`src/rtl/mux_arb_pkg.sv`:
```
// Shared defaults and helpers for the mux_arb_nch registered N-channel selector.
package mux_arb_pkg;

  localparam int WIDTH_DEF = 4;
  localparam int NCH_DEF   = 4;

  // Channel-index width; at least one bit so a two-channel build still has a select line.
  function automatic int sel_w(input int nch);
    return (nch < 2) ? 1 : $clog2(nch);
  endfunction

  function automatic int ptr_next(input int g, input int nch);
    return (g == nch - 1) ? 0 : g + 1;
  endfunction

endpackage

```
`src/rtl/mux_arb_nch_arb_pick.sv`:
```
// One-hot picker over a request vector; round-robin from ptr when MUX_ARB_RR_EN is
// defined, otherwise fixed priority with the lowest index winning.
module arb_pick #(
  parameter int NCH  = 4,
  parameter int SELW = 2
) (
  input  logic [NCH-1:0]  req,
  input  logic [SELW-1:0] ptr,
  output logic [NCH-1:0]  gnt,
  output logic [SELW-1:0] gnt_idx
);

  logic found;

`ifndef MUX_ARB_RR_EN
  logic unused_ptr;
  assign unused_ptr = ^ptr;
`endif

  always_comb begin
    int idx;
    // NOTE: every output of this block gets a default first, so no path leaves a
    // value unassigned and no latch is inferred.
    gnt     = '0;
    gnt_idx = '0;
    found   = 1'b0;
    idx     = 0;
    for (int k = 0; k < NCH; k++) begin
`ifdef MUX_ARB_RR_EN
      idx = (int'(ptr) + k) % NCH;
`else
      idx = k;
`endif
      if (!found && req[idx]) begin
        found        = 1'b1;
        gnt[idx]     = 1'b1;
        gnt_idx      = SELW'(idx);
      end
    end
  end

endmodule

```
`src/rtl/mux_arb_nch.sv`:
```
// N-channel WIDTH-bit registered selector with valid/ready arbitration and a
// force_en/force_ch direct-select override. Round-robin build: define MUX_ARB_RR_EN.
module mux_arb_nch
  import mux_arb_pkg::*;
#(
  parameter  int WIDTH = WIDTH_DEF,
  parameter  int NCH   = NCH_DEF,
  localparam int SELW  = sel_w(NCH)
) (
  input  logic                 clk,
  input  logic                 rst_n,
  input  logic [NCH*WIDTH-1:0] in_data,
  input  logic [NCH-1:0]       in_valid,
  output logic [NCH-1:0]       in_ready,
  input  logic                 force_en,
  input  logic [SELW-1:0]      force_ch,
  output logic [WIDTH-1:0]     out_data,
  output logic [SELW-1:0]      out_ch,
  output logic                 out_valid,
  input  logic                 out_ready
);

  logic [WIDTH-1:0] out_data_q, out_data_d;
  logic [SELW-1:0]  out_ch_q, out_ch_d;
  logic             out_valid_q, out_valid_d;
  logic [SELW-1:0]  ptr_q, ptr_d;

  logic [NCH-1:0]   req;
  logic [NCH-1:0]   gnt;
  logic [SELW-1:0]  gnt_idx;
  logic             load;
  logic             xfer;

  // Force narrows the request set to a single in-range channel; an out-of-range index grants nothing.
  always_comb begin
    req = in_valid;
    if (force_en) begin
      req = '0;
      if (int'(force_ch) < NCH) req[force_ch] = in_valid[force_ch];
    end
  end

  arb_pick #(.NCH(NCH), .SELW(SELW)) u_pick (
    .req     (req),
    .ptr     (ptr_q),
    .gnt     (gnt),
    .gnt_idx (gnt_idx)
  );

  // One-entry output buffer: accept only when empty or draining this cycle; nothing accepted in reset.
  assign load     = ~out_valid_q | out_ready;
  assign in_ready = gnt & {NCH{load & rst_n}};
  assign xfer     = |in_ready;

  always_comb begin
    out_data_d  = out_data_q;
    out_ch_d    = out_ch_q;
    out_valid_d = out_valid_q;
    ptr_d       = ptr_q;
    if (xfer) begin
      out_data_d  = in_data[int'(gnt_idx)*WIDTH +: WIDTH];
      out_ch_d    = gnt_idx;
      out_valid_d = 1'b1;
      ptr_d       = SELW'(ptr_next(int'(gnt_idx), NCH));
    end else if (load) begin
      out_valid_d = 1'b0;
    end
  end

  // NOTE: state registers use non-blocking assignments so every flop samples
  // the pre-edge value of its neighbours, independent of statement order.
  always_ff @(posedge clk or negedge rst_n) begin
    if (!rst_n) begin
      out_data_q  <= '0;
      out_ch_q    <= '0;
      out_valid_q <= 1'b0;
      ptr_q       <= '0;
    end else begin
      out_data_q  <= out_data_d;
      out_ch_q    <= out_ch_d;
      out_valid_q <= out_valid_d;
      ptr_q       <= ptr_d;
    end
  end

  assign out_data  = out_data_q;
  assign out_ch    = out_ch_q;
  assign out_valid = out_valid_q;

endmodule

```
`config.mk`:
```
export PLATFORM = sky130hd
export DESIGN_NAME = mux_arb_nch
export DESIGN_NICKNAME = d
export VERILOG_FILES = /design/src/rtl/mux_arb_pkg.sv /design/src/rtl/mux_arb_nch_arb_pick.sv /design/src/rtl/mux_arb_nch.sv
export SDC_FILE = /design/constraint.sdc
export NUM_CORES = 1
export LEC_CHECK = 0
export CAP_MARGIN = 20
export CORE_MARGIN = 3
export CORE_UTILIZATION = 39
export CTS_CLUSTER_DIAMETER = 60
export DETAILED_ROUTE_END_ITERATION = 12
export PLACE_DENSITY = 0.83
export RECOVER_POWER = 25
export SLEW_MARGIN = 40
export SYNTH_ARGS = -nofsm -noshare
export SYNTH_HDL_FRONTEND = slang
export SYNTH_SLANG_ARGS = --single-unit
```
`constraint.sdc`:
```
create_clock -name clk -period 1.7 [get_ports clk]
set_input_delay 0.34 -clock clk [delete_from_list [all_inputs] [get_ports clk]]
set_output_delay 0.34 -clock clk [all_outputs]
set_load 0.05 [all_outputs]
```
-- After elaboration in Yosys (flattened, before gate mapping)
Cells that the tools add are included.
- bits in registers: 7
- input bits: 26
- output and inout bits: 11
- $lt $le $gt $ge: 2
- shift operators: 1
- muxes and demuxes: 16
- bitwise logic cells: 5
- reductions and logical operators: 9
- operator list (kind ; count):
    16-bit by 5-bit variable part select with 4-bit output ; 1
    1-bit two-way mux ; 11
    4-bit bitwise AND ; 2
    1-bit logical AND ; 4
    2-bit two-way mux ; 2
    4-bit two-way mux ; 1
    4-bit OR reduction ; 1
    1-bit zero test ; 3
    2-bit by 3-bit less-than comparator with 1-bit output, second input constant ; 1
    1-bit binary-select mux with 2-bit select ; 1
    1-bit demux with 2-bit select ; 1
    2-bit by 1-bit greater-or-equal comparator with 1-bit output, second input constant ; 1
    2-bit nonzero test ; 1
    1-bit bitwise AND ; 1
    1-bit NOT ; 1
    1-bit OR ; 1

-- Longest topological paths before layout
- word-level depth: 19
- depth in mapped cells: 6
- mapped depth without buffers: 4

-- Hierarchy
Synthesis repeated with hierarchy kept, for this count alone.
- cell total of the unflattened synthesis: 49
- area total of the unflattened synthesis: 615.6 um^2
- modules (own cells, without submodules) (module ; times used ; cells each ; area an instance (um^2) ; seq. area each (um^2)):
    mux_arb_nch ; 1 ; 40 ; 551.8 ; 225.2
    arb_pick ; 1 ; 9 ; 63.8 ; 0.0

-- Worst setup path after synthesis
OpenSTA, ideal clock, no wires.
- path kind: register to output
- start point: register out_valid_q, in the netlist out_valid
- end point: output port in_ready[2]
- arrival time: 1.958 ns
- required time: 1.360 ns
- slack: -0.598 ns
- cell stages (with the launch flop): 4
- buffers on the path: 0
- cells stage by stage: dfrtp_1 -> nand2b_1 -> nand2_1 -> nor3_1
- word-level cells in the longest chain between the ends: 4
- ends and longest elaborated chain (element ; line ; RTL):
    start: declaration ; mux_arb_nch.sv:25 ; logic out_valid_q, out_valid_d;
    start signal: assignment ; mux_arb_nch.sv:81 ; out_valid_q <= out_valid_d;
    1-bit NOT ; mux_arb_nch.sv:51 ; assign load = ~out_valid_q | out_ready;
    1-bit OR ; mux_arb_nch.sv:51 ;
    1-bit bitwise AND ; mux_arb_nch.sv:52 ; assign in_ready = gnt & {NCH{load & rst_n}};
    4-bit bitwise AND ; mux_arb_nch.sv:52 ;
    end: declaration ; mux_arb_nch.sv:14 ; output logic [NCH-1:0] in_ready,
No other way between the ends.

-- Worst setup path in the final report
- start point: input port force_en
- end point: output port in_ready[3]
- word-level cells in the longest chain between the ends: 12
- ends and longest elaborated chain (element ; line ; RTL):
    start: declaration ; mux_arb_nch.sv:15 ; input logic force_en,
    4-bit two-way mux (*) ; mux_arb_nch.sv:37 ; if (force_en) begin
    1-bit two-way mux ; mux_arb_nch_arb_pick.sv:34 ; if (!found && req[idx]) begin
    1-bit zero test ; mux_arb_nch_arb_pick.sv:34 ;
    1-bit logical AND ; mux_arb_nch_arb_pick.sv:34 ;
    1-bit two-way mux ; mux_arb_nch_arb_pick.sv:34 ;
    1-bit zero test ; mux_arb_nch_arb_pick.sv:34 ;
    1-bit logical AND ; mux_arb_nch_arb_pick.sv:34 ;
    1-bit two-way mux ; mux_arb_nch_arb_pick.sv:34 ;
    1-bit zero test ; mux_arb_nch_arb_pick.sv:34 ;
    1-bit logical AND (*) ; mux_arb_nch_arb_pick.sv:34 ;
    1-bit two-way mux (*) ; mux_arb_nch_arb_pick.sv:34 ;
    4-bit bitwise AND (*) ; mux_arb_nch.sv:52 ;
Mark *: on every way between the ends. The rest lies on a longest branch, timed or not.

==> results.md <==
- Status: finished clean
- Met2 usage: 38.74%
- Critical Path Sink Type: output pin
- Sink Count: 7
- Final Hold Viols: 0
- Area delta synth->final: 95.84%
- Comb power frac: 55.2%
- Grt peak-use layer: met2
- Final HPWL DP: about 1700 um
- Max Clk Rate: between 0.6 and 0.7 GHz
- Max-capacitance violation count: 0
- Main area contributors after synthesis: dfrtp_1, o21a_1, a221oi_1, a32oi_1, nor3b_1
- M1 GR Usage: between 20% and 30%
- Worst VDD drop: roughly 0.00060 V
- Io pins: 37
- Most used DFF post-synth: dfrtp_1
- EDFF count, synth: 0
- Synth Warn #: 0
- Nets: between 150 and 200
- Routability cong.: about 0.83
- Clk pwr share: a little under a fifth
- Final Core Density: about 90%
- Clock skew: ~0.0015 ns
- Vias in the first global route: 826
- ANT nets after route: 0
- Slew headroom: about four fifths
- Tightest Pin Transition: ~0.32 ns
- Req. time, crit path: approximately 1.4 ns
- Power consumption: 879.9 uW
- # rows: 13
- Post-Route WL: approximately 2300 um
- Pwr Density: slightly above 700 mW/mm^2
- Post-Synthesis Net Count: between 90 and 100
- Syn Area/Cell: between 9 and 10 sq um
- Drt first pass iters: 4
- CP arrival: 1.31 ns
- Final Max Tran Viols: 0
- Most common library cells after synthesis: dfrtp_1, inv_1, nor2_1, o21a_1
- Placed Instances: between 100 and 150
- Final Setup Violations: 0
- Pint: 501.0 uW
- RSZ-0062 raised after global routing: no
- CTS tree: built
- CTS Buffer Depth: 2
- Die Span Y: approximately 46 um
- Yosys top cell by area: dfrtp_1
- Initial core utilization: around 45%
- Seq/Total Area, Yosys: 27.72%
- Setup WS pre-CTS: -0.4222 ns
- TritonCTS buffer count: 3
- Initial DRC Count: 15
- Lkg Pwr: around 0.00057 uW
- Avg WL per Cell: 15.82 um
- CTS clk-pin slew, worst paths: 0.06 ns
- Clk_lat worst skew: roughly 0.26 ns
- FFs w/ async S/R, synth: 100.0%
- Clk root buf: clkbuf_4
- Net Sw Frac: a little over two fifths
- Top cell type's share of synthesized area: 27.72%
- Buffers added on ports: 36
- FF+latch count, synth: 7
- Max FO, Critical Path: 8
- Critical path type: in2out
- Worst Setup Start Kind: input port
- Core area: 0.001415 sq mm
- DIE AREA: around 0.0021 sq mm
- Global Route met3 Usage: about 3.1%
- DRC Markers: 0
- Largest net degree at the start of global routing: 10
- Final non-filler cell total: between 100 and 150
- Die width: 46.25 um
- Gr ovfl total: 0
- Setup WS post-layout: 0.05009 ns
- Fin crit share: between 90% and 100%
- H-Tree Level Count: 1
- Minimum clock period: 1.650 ns
- First-pass GRT wire length: about 3600 um
- Initial antenna violation count: 0
- Routed via count: roughly 830
- Sw power: 378.8 uW
- Share of cells above drive strength 1: between 40% and 50%
- Yosys cell types: 27
- All-layer global routing usage: 23.00%
- Most frequent cell after synthesis: dfrtp_1
- Reg power frac: 25.8%
- Vias/cell: roughly 5.8
- Cells after synthesis: 69
- ANT cells: 0
- Hold WC Path Type: in2async
- Post-synthesis cell area: 631.9 sq um
==> final cells by class <==
class                   count  area [sq um]
well taps                  15         18.77
clock buffers               4         26.28
repair buffers             59         528.0
multi-input cells          54         470.5
inverters                   5         18.77
flip-flops and latches      7         175.2
fillers                    80         177.7
==> final timing paths <==
check                      depth (start not counted)  slack, ns       from          end
setup / recovery                                   5       0.05   force_en  in_ready[3]
hold / removal                                     2       0.12      rst_n    out_ch[1]
setup reg to reg                                   5       0.41  out_valid    out_ch[0]
hold reg to reg                                    2       0.53  out_ch[1]    out_ch[1]
max in group asynchronous                          2       1.31      rst_n  out_data[1]
min in group clk                                   3       0.39  out_ready    out_valid
==> worst max-delay path, cell delays in order <==
cell and delay, ns:
clkdlybuf4s15_2 0.27, and4_4 0.26, nor2_2 0.05, nor3_4 0.22
buf_12 0.16
==> sequential cells by signal, indices dropped and copies added (netlist names) <==
signal     cells
out_valid      1
out_data       4
out_ch         2
==> cell families after synthesis <==
kind of cell | Yosys count | synth area share, %
buf+inv | 8 | 7.326
simple gates | 25 | 24.95
mux | 3 | 6.137
compound gates | 26 | 33.86
flops | 7 | 27.72
==> metal layers <==
| metal | part of all wire (%) | wire length [um] |
|---|---|---|
| met1 | 42 | 950 |
| met2 | 50 | 1146 |
| met3 | 5.0 | 114 |
| met4 | 2.9 | 67 |
| met5 | 0 | 0 |
==> metrics by stage <==
| stage | TNS, ns | instance area, sq um | hold slack, ns |
|---|---|---|---|
| 6_report | 0 | 1237 | 0.1241 |
| 5_1_grt | 0 | 1237 | 0.1593 |
| 4_1_cts | -0.04746 | 1229 | 0.4577 |
| 3_5_place_dp | -3.527 | 1149 | 0.5124 |
| 3_3_place_gp | -3.134 | 1149 | 0.5050 |
| 2_1_floorplan | 0 | 659.4 | 0.04441 |
==> power groups by stage <==
stage,Combinational (uW),Clock [uW],Sequential [uW]
after floorplan,141,0,346
after global placement,451,0,223
after detailed placement,459,0,226
after CTS,477,165,226
after global routing,510,174,229
final,486,167,227
==> layout by cell type (no fill, tap or decap), types with 2 or more instances in the layout <==
master / instances
a21oi_1: 2
a221oi_1: 4
a32oi_1: 4
and2_4: 3
buf_12: 3
buf_4: 27
clkbuf_1: 4
clkbuf_2: 2
clkbuf_4: 3
clkdlybuf4s15_1: 2
clkdlybuf4s50_1: 16
dfrtp_1: 7
inv_1: 5
nand2_1: 2
nor2_1: 3
nor2_2: 2
nor3_4: 2
nor3b_1: 4
o211ai_1: 4
o21a_1: 5
o21ai_0: 2
==> timing repair <==
action                     4_1_cts  5_1_grt
pin swaps                        4        3
setup endpoints to repair        9        4
resized for setup               22       10
hold buffers                     0        0
buffers inserted                 3        3
Note: power is estimated with default switching activity, not from simulation.
